**config.mk**
```make
export PLATFORM = sky130hd
export DESIGN_NAME = apb_i2c_master
export DESIGN_NICKNAME = d
export VERILOG_FILES = /design/src/rtl/apb_i2c_master.sv
export SDC_FILE = /design/constraint.sdc
export NUM_CORES = 1
export LEC_CHECK = 0
export ABC_CLOCK_PERIOD_IN_PS = 5900
export CAP_MARGIN = 20
export CORE_MARGIN = 2
export CORE_UTILIZATION = 45
export DETAILED_ROUTE_END_ITERATION = 6
export SLEW_MARGIN = 40
export SYNTH_ARGS = -nofsm -noshare
export SYNTH_HDL_FRONTEND = slang
export SYNTH_SLANG_ARGS = --single-unit
```
**constraint.sdc**
```tcl
create_clock -name clk -period 5.9 [get_ports clk]
set_input_delay 0.59 -clock clk [delete_from_list [all_inputs] [get_ports clk]]
set_output_delay 0.59 -clock clk [all_outputs]
set_load 0.01 [all_outputs]
```
**src/rtl/apb_i2c_master.sv**
```systemverilog
// Register-mapped single-byte I2C master sitting on the memory-side port of an APB slave.
// Runs START, address+R/W, ACK, one data byte, ACK/NACK and STOP, with each bit split into four quarters.
module apb_i2c_master #(
  parameter int unsigned DIV_DEFAULT = 4
) (
  input  logic       clk,
  input  logic       reset,
  input  logic       ce,
  input  logic       wren,
  input  logic       rden,
  input  logic [7:0] addr,
  input  logic [7:0] wdata,
  output logic [7:0] rdata,
  output logic       scl_o,
  output logic       sda_oe,
  input  logic       sda_i
);

  typedef enum logic [3:0] {
    S_IDLE, S_START, S_ADDR, S_AACK, S_WDATA, S_WACK, S_RDATA, S_RNACK, S_STOP
  } state_e;

  state_e      st_q, st_d;
  logic [1:0]  qt_q, qt_d;
  logic [2:0]  bit_q, bit_d;
  logic [7:0]  cnt_q, cnt_d, divc_q, divc_d;
  logic [7:0]  sh_q, sh_d, tx_sh_q, tx_sh_d, rx_q, rx_d;
  logic        ack_q, ack_d, rw_sh_q, rw_sh_d;
  logic        rw_q, rw_d, done_q, done_d, ackerr_q, ackerr_d;
  logic [6:0]  saddr_q, saddr_d;
  logic [7:0]  txdata_q, txdata_d, clkdiv_q, clkdiv_d;
  logic [7:0]  rd_mux, div_eff;
  logic [1:0]  drv;
  logic        busy, wr_en, start_go;

  assign busy     = (st_q != S_IDLE);
  assign wr_en    = ce && wren;
  assign start_go = wr_en && (addr == 8'h00) && wdata[0] && !busy;
  assign div_eff  = (clkdiv_q == 8'd0) ? 8'd1 : clkdiv_q;

  // Line levels {scl, sda_oe} for a given position inside the transaction.
  function automatic logic [1:0] drive(state_e s, logic [1:0] q, logic b);
    logic cell_scl;
    cell_scl = (q == 2'd1) || (q == 2'd2);
    case (s)
      S_IDLE:           drive = 2'b10;
      S_START:          drive = {q != 2'd3, q != 2'd0};
      S_ADDR, S_WDATA:  drive = {cell_scl, ~b};
      S_STOP:           drive = {q != 2'd0, q < 2'd2};
      default:          drive = {cell_scl, 1'b0};
    endcase
  endfunction

  always_comb begin
    rd_mux = 8'h00;
    case (addr)
      8'h00:   rd_mux = {6'd0, rw_q, 1'b0};
      8'h01:   rd_mux = {1'b0, saddr_q};
      8'h02:   rd_mux = txdata_q;
      8'h03:   rd_mux = rx_q;
      8'h04:   rd_mux = {5'd0, ackerr_q, done_q, busy};
      8'h05:   rd_mux = clkdiv_q;
      default: rd_mux = 8'h00;
    endcase
  end

  always_comb begin
    // NOTE: every variable gets a default first so no path leaves one unassigned (no latches).
    st_d = st_q;   qt_d = qt_q;     bit_d = bit_q;     cnt_d = cnt_q;
    divc_d = divc_q; sh_d = sh_q;   ack_d = ack_q;     rx_d = rx_q;
    rw_sh_d = rw_sh_q; tx_sh_d = tx_sh_q; rw_d = rw_q; saddr_d = saddr_q;
    txdata_d = txdata_q; clkdiv_d = clkdiv_q; done_d = done_q; ackerr_d = ackerr_q;

    if (wr_en) begin
      case (addr)
        8'h00: if (!(wdata[0] && busy)) rw_d = wdata[1];
        8'h01: saddr_d  = wdata[6:0];
        8'h02: txdata_d = wdata;
        8'h04: begin
          if (wdata[1]) done_d   = 1'b0;
          if (wdata[2]) ackerr_d = 1'b0;
        end
        8'h05: clkdiv_d = wdata;
        default: ;
      endcase
    end

    if (st_q == S_IDLE) begin
      if (start_go) begin
        st_d     = S_START;
        qt_d     = 2'd0;
        bit_d    = 3'd0;
        cnt_d    = 8'd0;
        divc_d   = div_eff;
        sh_d     = {saddr_q, wdata[1]};
        rw_sh_d  = wdata[1];
        tx_sh_d  = txdata_q;
        done_d   = 1'b0;
        ackerr_d = 1'b0;
      end
    end else if (cnt_q == divc_q - 8'd1) begin
      cnt_d  = 8'd0;
      divc_d = div_eff;
      qt_d   = qt_q + 2'd1;
      if (qt_q == 2'd2) begin
        ack_d = sda_i;
        if (st_q == S_RDATA) sh_d = {sh_q[6:0], sda_i};
      end
      if (qt_q == 2'd3) begin
        case (st_q)
          S_START: begin st_d = S_ADDR; bit_d = 3'd0; end
          S_ADDR, S_WDATA: begin
            if (bit_q == 3'd7) st_d = (st_q == S_ADDR) ? S_AACK : S_WACK;
            else begin bit_d = bit_q + 3'd1; sh_d = {sh_q[6:0], 1'b0}; end
          end
          S_AACK: begin
            bit_d = 3'd0;
            if (ack_q) begin ackerr_d = 1'b1; st_d = S_STOP; end
            else if (rw_sh_q) st_d = S_RDATA;
            else begin st_d = S_WDATA; sh_d = tx_sh_q; end
          end
          S_WACK: begin
            if (ack_q) ackerr_d = 1'b1;
            st_d = S_STOP;
          end
          S_RDATA: begin
            if (bit_q == 3'd7) begin st_d = S_RNACK; rx_d = sh_q; end
            else bit_d = bit_q + 3'd1;
          end
          S_RNACK: st_d = S_STOP;
          S_STOP:  begin st_d = S_IDLE; done_d = 1'b1; end
          default: st_d = S_IDLE;
        endcase
      end
    end else begin
      cnt_d = cnt_q + 8'd1;
    end
  end

  assign drv = drive(st_d, qt_d, sh_d[7]);

  // NOTE: state uses non-blocking assignments so every register samples pre-edge values.
  always_ff @(posedge clk or negedge reset) begin
    if (!reset) begin
      st_q <= S_IDLE;  qt_q <= 2'd0;   bit_q <= 3'd0;   cnt_q <= 8'd0;
      divc_q <= 8'd1;  sh_q <= 8'd0;   ack_q <= 1'b0;   rx_q <= 8'd0;
      rw_sh_q <= 1'b0; tx_sh_q <= 8'd0; rw_q <= 1'b0;  saddr_q <= 7'd0;
      txdata_q <= 8'd0; clkdiv_q <= 8'(DIV_DEFAULT);
      done_q <= 1'b0;  ackerr_q <= 1'b0;
      rdata <= 8'h00;  scl_o <= 1'b1;  sda_oe <= 1'b0;
    end else begin
      st_q <= st_d;    qt_q <= qt_d;   bit_q <= bit_d;  cnt_q <= cnt_d;
      divc_q <= divc_d; sh_q <= sh_d;  ack_q <= ack_d;  rx_q <= rx_d;
      rw_sh_q <= rw_sh_d; tx_sh_q <= tx_sh_d; rw_q <= rw_d; saddr_q <= saddr_d;
      txdata_q <= txdata_d; clkdiv_q <= clkdiv_d;
      done_q <= done_d; ackerr_q <= ackerr_d;
      scl_o  <= drv[1];
      sda_oe <= drv[0];
      if (ce && rden && !wren) rdata <= rd_mux;
    end
  end

endmodule

```
## Word level (Yosys, flattened, before mapping)

Index checks and enable logic that the tools add are counted.

- Flip-flop bits (word level): 87
- Input port bits: 22
- Output and inout port bits: 10
- Word-level logic and storage cells: 143

- $add $sub $neg: 4
- Order comparisons: 1
- Equality and inequality tests: 26
- Muxes and demuxes: 55
- Bitwise operators: 3
- Reduce and logical (&&, ||, !) cells: 34

Operators by type and width:

| kind | number |
|---|---|
| $mux 8 | 16 |
| $pmux 8 s6 | 1 |
| $mux 4 | 7 |
| $eq 4x3->1 const B | 5 |
| $pmux 4 s5 | 1 |
| $mux 3 | 6 |
| $mux 1 | 17 |
| $eq 8x2->1 const B | 2 |
| $eq 8x3->1 const B | 2 |
| $logic_not 8->1 | 2 |
| $pmux 8 s2 | 1 |
| $eq 4x2->1 const B | 3 |
| $reduce_and 2->1 | 5 |
| $reduce_and 5->1 | 2 |
| $reduce_or 2->1 | 5 |
| $add 8x1->8 const B | 1 |
| $eq 4x1->1 const B | 2 |
| $eq 4x4->1 const B | 2 |
| $eq 8x1->1 const B | 1 |
| $eq 8x8->1 | 1 |
| $logic_not 4->1 | 2 |
| $mux 2 | 4 |
| $pmux 2 s4 | 1 |
| $sub 8x1->8 const B | 1 |
| 18 further kinds | 33 |

## Depth between registers and ports, before layout

- Word-level depth: 11
- Mapped depth: 16
- Gate-level depth less buffers: 13

## Least setup slack after synthesis

No wires, ideal clock.

- Kind: flip-flop to flip-flop
- Start: register divc_q[0]
- End: register scl_o
- Library setup time: 0.083 ns
- Data arrival time: 3.058 ns
- Required time: 5.817 ns
- Path slack: 2.759 ns
- Cell stages (with the launch flop): 15
- Path buffers: 3
- Period minus slack after synthesis: 3.141 ns
- Path through: dfstp_2 > clkbuf_1 > inv_1 > ha_1 > xnor2_1 > nor4_2 > o211ai_2 > nand2b_1 > buf_6 > nand2_1 > buf_2 > o21bai_1 > inv_1 > ha_1 > o311a_1

- Longest elaborated chain between the ends: 7
- Elaborated cells on any way between the ends: 18
- Classes of those cells: add/sub: 1; eq/ne: 8; mux: 5; reduce/logical: 4

RTL lines:

| element | line | source |
|---|---|---|
| start: declaration | 26 | `logic [7:0] cnt_q, cnt_d, divc_q, divc_d;` |
| start signal: assignment | 146 | `divc_q <= 8'd1; sh_q <= 8'd0; ack_q <= 1'b0; rx_q <= 8'd0;` |
| start signal: assignment | 153 | `divc_q <= divc_d; sh_q <= sh_d; ack_q <= ack_d; rx_q <= rx_d;` |
| $sub 8x1->8 * | 101 | `end else if (cnt_q == divc_q - 8'd1) begin` |
| $eq 8x8->1 * | 101 |  |
| $mux 2 * | 101 |  |
| $mux 2 * | 88 | `if (st_q == S_IDLE) begin` |
| net qt_d[0] | 24 | `logic [1:0] qt_q, qt_d;` |
| $eq 2x1->1 / $eq 2x2->1 (equally long branches) | 44 | `cell_scl = (q == 2'd1) \|\| (q == 2'd2);` |
| $logic_or 1x1->1 | 44 |  |
| $pmux 2 s4 * | 45 | `case (s)` |
| net drv[1] | 33 | `logic [1:0] drv;` |
| end signal: assignment | 157 | `scl_o <= drv[1];` |
| end: declaration | 14 | `output logic scl_o,` |

Mark *: on every way through the listed nets, which the timed path passes. The rest lies on a longest branch.
A chain may end at the register's enable or synchronous reset.

## Final worst setup path

- Start: register st_q[2]
- End: register scl_o

- Elaborated cells on any way between the ends: 35
- Classes of those cells: eq/ne: 14; mux: 11; reduce/logical: 10

RTL lines:

| element | line | source |
|---|---|---|
| start: declaration | 23 | `state_e st_q, st_d;` |
| start signal: assignment | 152 | `st_q <= st_d; qt_q <= qt_d; bit_q <= bit_d; cnt_q <= cnt_d;` |
| $reduce_bool 4->1 | 36 | `assign busy = (st_q != S_IDLE);` |
| $logic_not 1->1 | 38 | `assign start_go = wr_en && (addr == 8'h00) && wdata[0] && !busy;` |
| $logic_and 1x1->1 | 38 |  |
| $mux 2 | 89 | `if (start_go) begin` |
| $mux 2 * | 88 |  |
| net qt_d[0] | 24 |  |
| $eq 2x1->1 / $eq 2x2->1 (equally long branches) | 44 |  |
| $logic_or 1x1->1 | 44 |  |
| $pmux 2 s4 * | 45 |  |
| net drv[1] | 33 |  |

Marks and branches as above.

==> metrics.md <==
| Metric | Value |
|---|---|
| Outcome | `finished, final reports clean` |
| Sw frac | `36.5%` |
| Final setup fails | `0` |
| Synthesis-to-finish area growth | `13.9%` |
| Vias | `3555` |
| RSZ-0062 raised after global routing | `false` |
| I/O pins | `32` |
| Clock skew | `0.0166 ns` |
| CTS tree | `yes` |
| Worst slew pin tran | `0.805 ns` |
| Yosys top cell by area | `dfrtp_1` |
| Comb pwr share | `34.1%` |
| DR WL/cell | `18.7 um` |
| Largest family of logic cells by synthesized area | `simple AND/OR/NAND/NOR gates` |
| Row count | `36` |
| Cells along the critical path | `nor2_1 > nand2_1 > nand2b_1 > nand2_1 > o21bai_1 > inv_1 > ha_1 > o311a_1` |
| Vias/cell | `5.79` |
| Worst-skew pair later-pin latency | `0.37 ns` |
| Layout cells sized above 1 | `15.4%` |
| Max Cap Viol | `0` |
| Fmax | `257 MHz` |
| Port-buffer cells | `31` |
| Critical path's slowest cell | `nor2_1` |
| Top post-synthesis cells by area | `dfrtp_1 (46%), mux2_2 (9.9%), nand2_1 (5.9%)` |
| Worst hold slack | `0.153 ns` |
| Psw | `715 uW` |
| Arrival time at the worst endpoint | `4.20 ns` |
| Worst path buffer plus inverter count | `1` |
| # DRC | `0` |
| EDFF count, synth | `0` |
| TritonRoute pass-1 iters | `5` |
| Clock Sinks | `87` |
| Final Slew Violations | `0` |
| TNS Setup | `0 ns` |
| Compound-gate portion of the synthesized area | `15.2%` |
| Synth Instances | `454` |
| Flops & latches, synth | `87` |
| Synth Area in XOR/XNOR | `2.70%` |
| Post-synth cell types | `56` |
| Critical Path RT | `6.21 ns` |
| Clock Power Share | `25.4%` |
| Final Cycle Share | `65.9%` |
| Worst-case reg-to-reg path depth | `8` |
| Max-slew headroom | `46.1%` |
| Clock buffer depth | `2` |
| Syn Area/Cell | `10.0 um2` |
| RD Place Congestion | `0.942` |
| Top cell by count, worst path | `nand2_1` |
| Max VDD drop | `0.162 mV` |
| Syn nets | `484` |
| Nets | `506` |
| Horiz. Die Dim | `105 um` |
| Reg2reg end | `scl_o` |
| Via count of the first global-routing pass | `3475` |
| Hold violation total from the final report | `0` |
| Fin crit period | `3.89 ns` |
| PD cells | `378 nW/um2` |
| Initial antenna violation count | `0` |
| Post-Synth Simple-Gate Area | `16.9%` |
| PostCTS Resize Cnt | `0` |
| Post-synth top flop | `dfrtp_1` |
| Detail Route Antenna Nets | `0` |
| Core ar. | `9770 um2` |
| FF-to-FF Start | `st_q[2]` |
| M3 GR Usage | `3.87%` |
| Met1 Resource Use GR | `30.6%` |
| Count leader, synth | `dfrtp_1` |
| Most frequent cells after synthesis | `dfrtp_1 (84), nand2_1 (71), mux2_2 (40)` |
| First-pass GRT wire length | `18600 um` |
| Initial Util | `46.5%` |
| Drt first-iter violations | `169` |
| Reg power frac | `40.5%` |
| R2r setup slk | `2.01 ns` |
| H-tree depth | `3` |
| Largest net degree at the start of global routing | `55` |
| TritonCTS Buffers | `9` |
| Dpl hpwl | `8260 um` |
| Crit-path leading delay family | `simple AND/OR/NAND/NOR gates` |
| Fraction of registers with async set/reset | `100%` |
| Yosys warning total | `0` |
| Min-delay worst type | `input port to asynchronous set/reset pin` |
| Postcts setup bufs | `0` |
| Worst setup path class | `flip-flop to flip-flop` |
| DIE HEIGHT | `105 um` |
| Grt met2 use | `34.5%` |
| Total gr overflow | `0` |
| WL final | `11500 um` |
| Global Route Usage Sum | `22.0%` |
| Busiest grt layer | `met2` |
| Int Power | `1.24 mW` |
| CP Launch Type | `flip-flop` |
| Antenna Cells | `0` |
| Synth top area share | `46.2%` |
| Max stage delay on crit path | `0.69 ns` |
| CTS Hold Buffers Added | `0` |
| Synth Area in Adders | `2.20%` |
| Post-Syn Area | `4550 um2` |
| Die area | `10900 um2` |
| Crit path max fanout | `15` |
| Clk slew on worst S/H paths | `0.10 ns` |
| Mux contribution to synthesized area | `11.7%` |
| Seq/Total Area, Yosys | `47.9%` |
| CTS root buffer | `clkbuf_8` |
| Lkg Pwr | `2.32 nW` |
| Setup crit end kind | `flip-flop` |
==> logic make-up after synthesis <==
kind of cell	Yosys count
adder cells (fa/ha/maj)	8
XOR/XNOR	14
multiplexers	48
flip-flops	87
AO/OA/AOI/OAI	103
AND/OR/NAND/NOR	158
buffers and inverters	36
==> area by class of cell <==
| class | instances | area (um2) |
|---|---|---|
| inverter | 15 | 56.3 |
| sequential | 87 | 2180 |
| fill | 921 | 4590 |
| multi-input combinational | 331 | 2220 |
| timing repair buffer | 32 | 315 |
| clock inverter | 4 | 76.3 |
| clock buffer | 12 | 165 |
| tap | 133 | 166 |
==> sequential cells by signal (all words and copies together) (netlist names), 2 cells and up <==
signal and flops:
tx_sh_q 8, cnt_q 8, txdata_q 8, clkdiv_q 8
saddr_q 7, rdata 8, sh_q 8, rx_q 8
qt_q 2, bit_q 3, divc_q 8, st_q 4
==> worst max-delay path by stage <==
stage | slack (ns) | cells after the start | startpoint | endpoint
global placement | 1.94 | 8 | addr[0] | sh_q[4]
global route | 1.74 | 8 | st_q[2] | scl_o
CTS | 2.03 | 10 | divc_q[2] | scl_o
finish | 2.01 | 8 | st_q[2] | scl_o
floorplan | 2.76 | 14 | divc_q[0] | scl_o
detailed placement | 1.81 | 8 | addr[0] | sh_q[2]
==> power groups by stage <==
stage | Sequential, mW | Clock, mW | Combinational (mW)
CTS | 0.791 | 0.504 | 0.670
finish | 0.792 | 0.497 | 0.669
floorplan | 0.751 | 0 | 0.562
detailed placement | 0.803 | 0 | 0.668
global route | 0.809 | 0.534 | 0.745
global placement | 0.800 | 0 | 0.650
==> placed cells by master (no fill, tap or decap), types with 3 or more instances in the layout <==
master / synthesis / routed
nand2b_1: 3 / 3
a21oi_1: 17 / 16
and3_1: 4 / 4
o21ai_0: 30 / 29
a22o_1: 3 / 3
clkdlybuf4s50_1: 0 / 30
mux2i_1: 8 / 8
a22oi_1: 13 / 13
nand4_1: 4 / 4
nor3_1: 6 / 6
xnor2_1: 8 / 8
nor2_1: 33 / 31
ha_1: 8 / 8
clkbuf_8: 0 / 12
dfrtp_1: 84 / 84
a221o_1: 7 / 7
inv_1: 15 / 15
nor4_1: 5 / 5
mux2_2: 40 / 40
nand3_1: 13 / 13
nand2_1: 71 / 71
nor2b_1: 3 / 3
xor2_1: 6 / 6
o22ai_1: 6 / 6
o31ai_1: 7 / 7
dfstp_2: 3 / 3
==> metrics by stage <==
stage	cell area, um2	power, mW	util [%]	worst slack [ns]	instances
4_1_cts	5180	1.97	53.0	2.03	614
3_3_place_gp	4930	1.45	50.5	1.94	598
5_1_grt	5180	2.09	53.0	1.74	614
3_5_place_dp	4940	1.47	50.6	1.81	598
2_1_floorplan	4550	1.31	-	2.76	454
6_report	5180	1.96	53.0	2.01	614
==> per-layer routing <==
metal	wire length, um	vias to the layer above
li1	-	1683
met1	5330	1769
met2	5460	86
met3	488	17
met4	227	0
met5	0	-
(Power assumes the default switching activity.)
